--- src/rtl/config_pkg.sv ---
// Shared types and constants for the configuration shadow bank.
// The COMMIT and CLEAR addresses sit directly above the register window.
package config_pkg;

  typedef enum logic {
    IDLE  = 1'b0,
    ARMED = 1'b1
  } cfg_state_t;

  localparam int ERR_UNMAPPED   = 0;
  localparam int ERR_DROPPED    = 1;
  localparam int ERR_INCOMPLETE = 2;
  localparam int ERR_BITS       = 3;

  function automatic int cfg_commit_addr(input int num_regs);
    return num_regs;
  endfunction

  function automatic int cfg_clear_addr(input int num_regs);
    return num_regs + 1;
  endfunction

endpackage

--- src/rtl/config_addr_decode.sv ---
// Combinational decode of one config write into register strobes and command flags.
// Only the low ceil(log2(NUM_REGS+2)) address bits are compared; any higher set bit is unmapped.
module config_addr_decode
  import config_pkg::*;
#(
  parameter int NUM_REGS  = 8,
  parameter int ADDR_BITS = 16
) (
  input  logic                 valid_i,
  input  logic [ADDR_BITS-1:0] addr_i,
  output logic [NUM_REGS-1:0]  reg_we_o,
  output logic                 is_commit_o,
  output logic                 is_clear_o,
  output logic                 is_unmapped_o
);

  localparam int AW = $clog2(NUM_REGS + 2);
  localparam logic [AW-1:0] COMMIT_IDX = AW'(cfg_commit_addr(NUM_REGS));
  localparam logic [AW-1:0] CLEAR_IDX  = AW'(cfg_clear_addr(NUM_REGS));

  logic [AW-1:0] idx_s;
  logic          hi_set_s;

  assign idx_s    = addr_i[AW-1:0];
  assign hi_set_s = |(addr_i >> AW);

  // Exactly one of the outputs fires for a valid write; nothing fires otherwise.
  always_comb begin
    reg_we_o      = '0;
    is_commit_o   = 1'b0;
    is_clear_o    = 1'b0;
    is_unmapped_o = 1'b0;
    if (valid_i) begin
      if (hi_set_s) begin
        is_unmapped_o = 1'b1;
      end else if (idx_s == COMMIT_IDX) begin
        is_commit_o = 1'b1;
      end else if (idx_s == CLEAR_IDX) begin
        is_clear_o = 1'b1;
      end else if (idx_s < AW'(NUM_REGS)) begin
        for (int r = 0; r < NUM_REGS; r++) begin
          reg_we_o[r] = (idx_s == AW'(r));
        end
      end else begin
        is_unmapped_o = 1'b1;
      end
    end else begin
      reg_we_o = '0;
    end
  end

endmodule

--- src/rtl/config_shadow_bank.sv ---
// Shadow register bank fed by config writes; a committed bank is copied atomically
// to the active registers on the first cycle the downstream datapath reports quiescence.
module config_shadow_bank
  import config_pkg::*;
#(
  parameter int                  NUM_REGS      = 8,
  parameter int                  DATA_BITS     = 64,
  parameter int                  ADDR_BITS     = 16,
  parameter logic [NUM_REGS-1:0] REQUIRED_MASK = {NUM_REGS{1'b1}}
) (
  input  logic                                clk,
  input  logic                                rst_n,
  input  logic                                in_valid,
  input  logic [ADDR_BITS-1:0]                in_addr,
  input  logic [DATA_BITS-1:0]                in_data,
  input  logic                                i_quiesce,
  output logic [NUM_REGS-1:0][DATA_BITS-1:0]  o_active,
  output logic                                o_update,
  output logic [15:0]                         o_generation,
  output logic [NUM_REGS-1:0]                 o_written_mask,
  output logic                                o_pending,
  output logic [ERR_BITS-1:0]                 o_err
);

  logic [NUM_REGS-1:0] reg_we_s;
  logic                is_commit_s;
  logic                is_clear_s;
  logic                is_unmapped_s;
  logic                commit_ok_s;

  cfg_state_t                          state_q;
  logic [NUM_REGS-1:0][DATA_BITS-1:0]  shadow_q;
  logic [NUM_REGS-1:0][DATA_BITS-1:0]  active_q;
  logic [NUM_REGS-1:0]                 mask_q;
  logic [15:0]                         gen_q;
  logic                                update_q;
  logic                                pending_q;
  logic [ERR_BITS-1:0]                 err_q;

  config_addr_decode #(
    .NUM_REGS  (NUM_REGS),
    .ADDR_BITS (ADDR_BITS)
  ) u_decode (
    .valid_i       (in_valid),
    .addr_i        (in_addr),
    .reg_we_o      (reg_we_s),
    .is_commit_o   (is_commit_s),
    .is_clear_o    (is_clear_s),
    .is_unmapped_o (is_unmapped_s)
  );

  assign commit_ok_s = ((mask_q & REQUIRED_MASK) == REQUIRED_MASK);

  // Commit FSM with the shadow bank, active bank and status registers it owns.
  always_ff @(posedge clk or negedge rst_n) begin
    if (!rst_n) begin
      state_q   <= IDLE;
      shadow_q  <= '0;
      active_q  <= '0;
      mask_q    <= '0;
      gen_q     <= 16'h0000;
      update_q  <= 1'b0;
      pending_q <= 1'b0;
      err_q     <= '0;
    end else begin
      update_q <= 1'b0;
      case (state_q)
        IDLE: begin
          if (is_commit_s) begin
            if (commit_ok_s) begin
              state_q   <= ARMED;
              pending_q <= 1'b1;
            end else begin
              err_q[ERR_INCOMPLETE] <= 1'b1;
            end
          end else if (is_clear_s) begin
            mask_q <= '0;
            err_q  <= '0;
          end else if (is_unmapped_s) begin
            err_q[ERR_UNMAPPED] <= 1'b1;
          end else begin
            for (int r = 0; r < NUM_REGS; r++) begin
              if (reg_we_s[r]) begin
                shadow_q[r] <= in_data;
                mask_q[r]   <= 1'b1;
              end
            end
          end
        end
        ARMED: begin
          // Any write while armed is dropped, including in the apply cycle.
          if (in_valid) begin
            err_q[ERR_DROPPED] <= 1'b1;
          end
          if (i_quiesce) begin
            active_q  <= shadow_q;
            update_q  <= 1'b1;
            gen_q     <= gen_q + 16'd1;
            mask_q    <= '0;
            pending_q <= 1'b0;
            state_q   <= IDLE;
          end
        end
        default: begin
          state_q   <= IDLE;
          pending_q <= 1'b0;
        end
      endcase
    end
  end

  assign o_active       = active_q;
  assign o_update       = update_q;
  assign o_generation   = gen_q;
  assign o_written_mask = mask_q;
  assign o_pending      = pending_q;
  assign o_err          = err_q;

endmodule

--- config.mk ---
export PLATFORM = sky130hd
export DESIGN_NAME = config_shadow_bank
export DESIGN_NICKNAME = d
export VERILOG_FILES = /design/src/rtl/config_pkg.sv /design/src/rtl/config_addr_decode.sv /design/src/rtl/config_shadow_bank.sv
export SDC_FILE = /design/constraint.sdc
export NUM_CORES = 2
export LEC_CHECK = 0
export ABC_AREA = 1
export CAP_MARGIN = 15
export CORE_MARGIN = 1
export CORE_UTILIZATION = 35
export DETAILED_ROUTE_END_ITERATION = 16
export PLACE_DENSITY = 0.54
export SLEW_MARGIN = 15
export SYNTH_ARGS = -nofsm -noshare
export SYNTH_HDL_FRONTEND = slang
export SYNTH_SLANG_ARGS = --single-unit
--- constraint.sdc ---
create_clock -name clk -period 1.6 [get_ports clk]
set_input_delay 0.48 -clock clk [delete_from_list [all_inputs] [get_ports clk]]
set_output_delay 0.48 -clock clk [all_outputs]
set_load 0.005 [all_outputs]
==> run metrics <==
XOR/XNOR Fraction of Synth Area 0.2974%; # H-tree levels 3; final WL about 170,000 um; Congestion Overflow GR 0; RSZ-0062 raised after global routing true; DP HPWL 97,200 um; Yosys warnings 0; critical path, cell by cell buf_2; initial antenna violation count 4; failing checks setup timing; layout net count between 5,000 and 6,000; antenna-violating nets left 0; maximum clock frequency around 550 MHz; worst reg2reg path endpoint shadow_q[97]; Fillers 10,630; Max Cap Viol 0; clk buf depth 3; simple-gate area share of the yosys netlist 31.55%; Die Y about 350 um; Worst Path Buf+Inv 1; Reg-to-Reg Start state_q; final hold violation count 0; Post-synth top cells nand2_1, dfrtp_1, nand3_1; ranking of synthesized cells by area dfrtp_1, nand2_1, nand3_1; Avg Cell Area, Syn roughly 8.8 um^2; Synth Area in Compound Gates less than 1%; vias in the first global route between 30,000 and 40,000; layout cell share with drive strength beyond 1 between 30% and 40%; CP Capture Type output port; first-pass GRT wire length ~240,000 um; CP max-delay cell dfrtp_1; final worst setup slack -0.2115 ns; main combinational cell family by area after synthesis simple AND/OR/NAND/NOR gates; CORE AREA ~120,000 um^2; 1st-iter DRT viols about 3,500; total power 59,310 uW; routability cong. just over 0.8; gr usage total about a quarter; row cnt 125; Worst Path Max Fanout 2; Hold WS 0.2160 ns; # port buffers 624; register bit total from synthesis between 1,000 and 1,500; number of flops mapped to enable cells by yosys 0; Critical Path RT 1.12 ns; drt wl/cell 22.52 um; vias per cell just under 5; max incr delay on CP 0.46 ns; # DRC 0; worst hold path type primary input to asynchronous set/reset pin; sequential area share after synthesis around 64%; worst-case reg-to-reg path depth 11; die area 119,200 um^2; crit start category register; top-count cell post-synth nand2_1; Post-Syn Nets 4,773; final slew viol count 0; clk sinks 1,054; TritonCTS Buffers between 100 and 150; worst clock skew 0.02312 ns; Setup-failing EPs final 912; Clock transition at path regs ~0.060 ns; Top FF cell, synth dfrtp_1; mux cell area share after synthesis 0%; Mapped Cells ~4,700; area grow syn2layout 47.49%; initial cell density of the core 35.38%; Worst Tran Pin Value between 0.5 and 0.6 ns; Worst EP arrival between 1 and 1.5 ns; Yosys cell types 29; status finished with violations; synthesized area just over 40,000 um^2; delay-heaviest family, CP flip-flops; leakage power between 0.03 and 0.04 uW; Vias between 30,000 and 40,000; peak supply drop approximately 0.82 mV; critical path type register to output port; cell taking the most area after synthesis dfrtp_1; die width ~350 um; slew margin rel. 62.40%; CTS tree built; Async S/R FF share, synth 100.0%; Adder-Cell Fraction of Synth Area less than 1%; Worst-Skew Late Latency 0.72 ns; Final Cell Area 60,800 um^2; post-synth top area share 63.98%; fin crit share 113.2%; Post-DP Area between 50,000 and 60,000 um^2; 1st-pass router iterations 6; R2R setup slack -0.13 ns; pin count of the biggest net entering global routing 88; Root Buffer clkbuf_16; Power Dens Cells between 900 and 1000 nW/um^2; min cycle time layout between 1.5 and 2 ns; I/O Pins 625
==> how the worst max path moves through the flow <==
stage	from	endpoint	cells after the start
2_1_floorplan	in_addr[5]	shadow_q[192]	11
3_3_place_gp	in_addr[9]	shadow_q[333]	11
3_5_place_dp	in_addr[0]	shadow_q[17]	11
4_1_cts	o_active[192]	o_active[192]	1
5_1_grt	o_active[499]	o_active[499]	1
6_report	o_active[499]	o_active[499]	1
==> metrics by stage <==
step	setup TNS [ns]	setup slack, ns	instances	util (%)
global route	-133.74	-0.2480	7495	52.18
CTS	-92.97	-0.2457	7328	49.74
floorplan	-103.10	-0.2088	4688	-
detailed placement	-688.58	-1.041	6802	44.82
global placement	-687.07	-1.041	6802	44.82
finish	-86.14	-0.2115	7495	52.18
==> timing repair <==
item / CTS / global route
buffers inserted: 257 / 144
endpoints found under the setup margin: 1061 / 1335
pin swaps: 48 / 127
hold endpoints to repair: 201 / 0
hold buffers: 1 / 0
gates resized for setup: 2420 / 292
cloned: 52 / 41
==> per-layer routing <==
layer  track usage, %  part of all wire (%)  wire length [um]
met5                0                     0                 0
met4            8.573                   2.8              4643
met3            5.386                   7.1             11940
met2            42.66                    47             79700
met1            35.65                    43             72520
==> layout by cell type, fill, tap and decap left out, types with 5 or more instances in the layout <==
cell	n
clkinv_2	21
nor3_1	6
clkdlybuf4s50_1	65
clkbuf_8	38
nand4_1	15
nor2_4	16
dfrtp_1	1028
clkbuf_1	24
buf_16	58
nand2_2	50
bufinv_16	7
nand3_1	417
dfrtp_2	26
inv_1	18
buf_8	8
inv_2	5
nand3_2	112
nand2_4	22
xor2_1	10
nor2_1	27
buf_4	456
nand3_4	14
nand2_1	2552
buf_6	89
buf_2	498
buf_12	190
clkbuf_16	147
==> registers in the layout, summed over array words and instances (netlist names) <==
signal          flops
o_active          512
o_pending           1
o_written_mask      8
o_err               3
o_generation       16
shadow_q          512
o_update            1
state_q             1
==> report_power, final <==
part,internal [uW],switching [uW],leakage (uW)
combinational,2220,2730,0.0180
clock,16100,11500,0.00195
sequential,26800,80.0,0.0146
total,45000,14300,0.0346
==> worst reg2reg max path, delay by kind of cell, from the launching register on <==
| family | cells | cell delay (ns) |
|---|---|---|
| buffers and inverters | 7 | 0.90 |
| flip-flops | 1 | 0.39 |
| AND/OR/NAND/NOR | 4 | 0.36 |
==> cells by family after synthesis <==
| logic type | Yosys count |
|---|---|
| compound gates | 7 |
| flops | 1054 |
| simple gates | 3243 |
| fa+ha+maj | 1 |
| buf+inv | 369 |
| xor+xnor | 14 |
==> layout make-up <==
class                           count  area (um^2)  area share [%]
Timing Repair Buffer             1409        14110           23.21
Tap cell                         1524         1907           3.136
Inverter                           26        120.1          0.1976
Clock buffer                      176         3466           5.700
Multi-Input combinational cell   3265        14310           23.54
Antenna cell                        1        2.502        0.004116
Clock inverter                     40        476.7          0.7840
Sequential cell                  1054        26410           43.43
No activity file was read; power rests on OpenSTA's default activity.
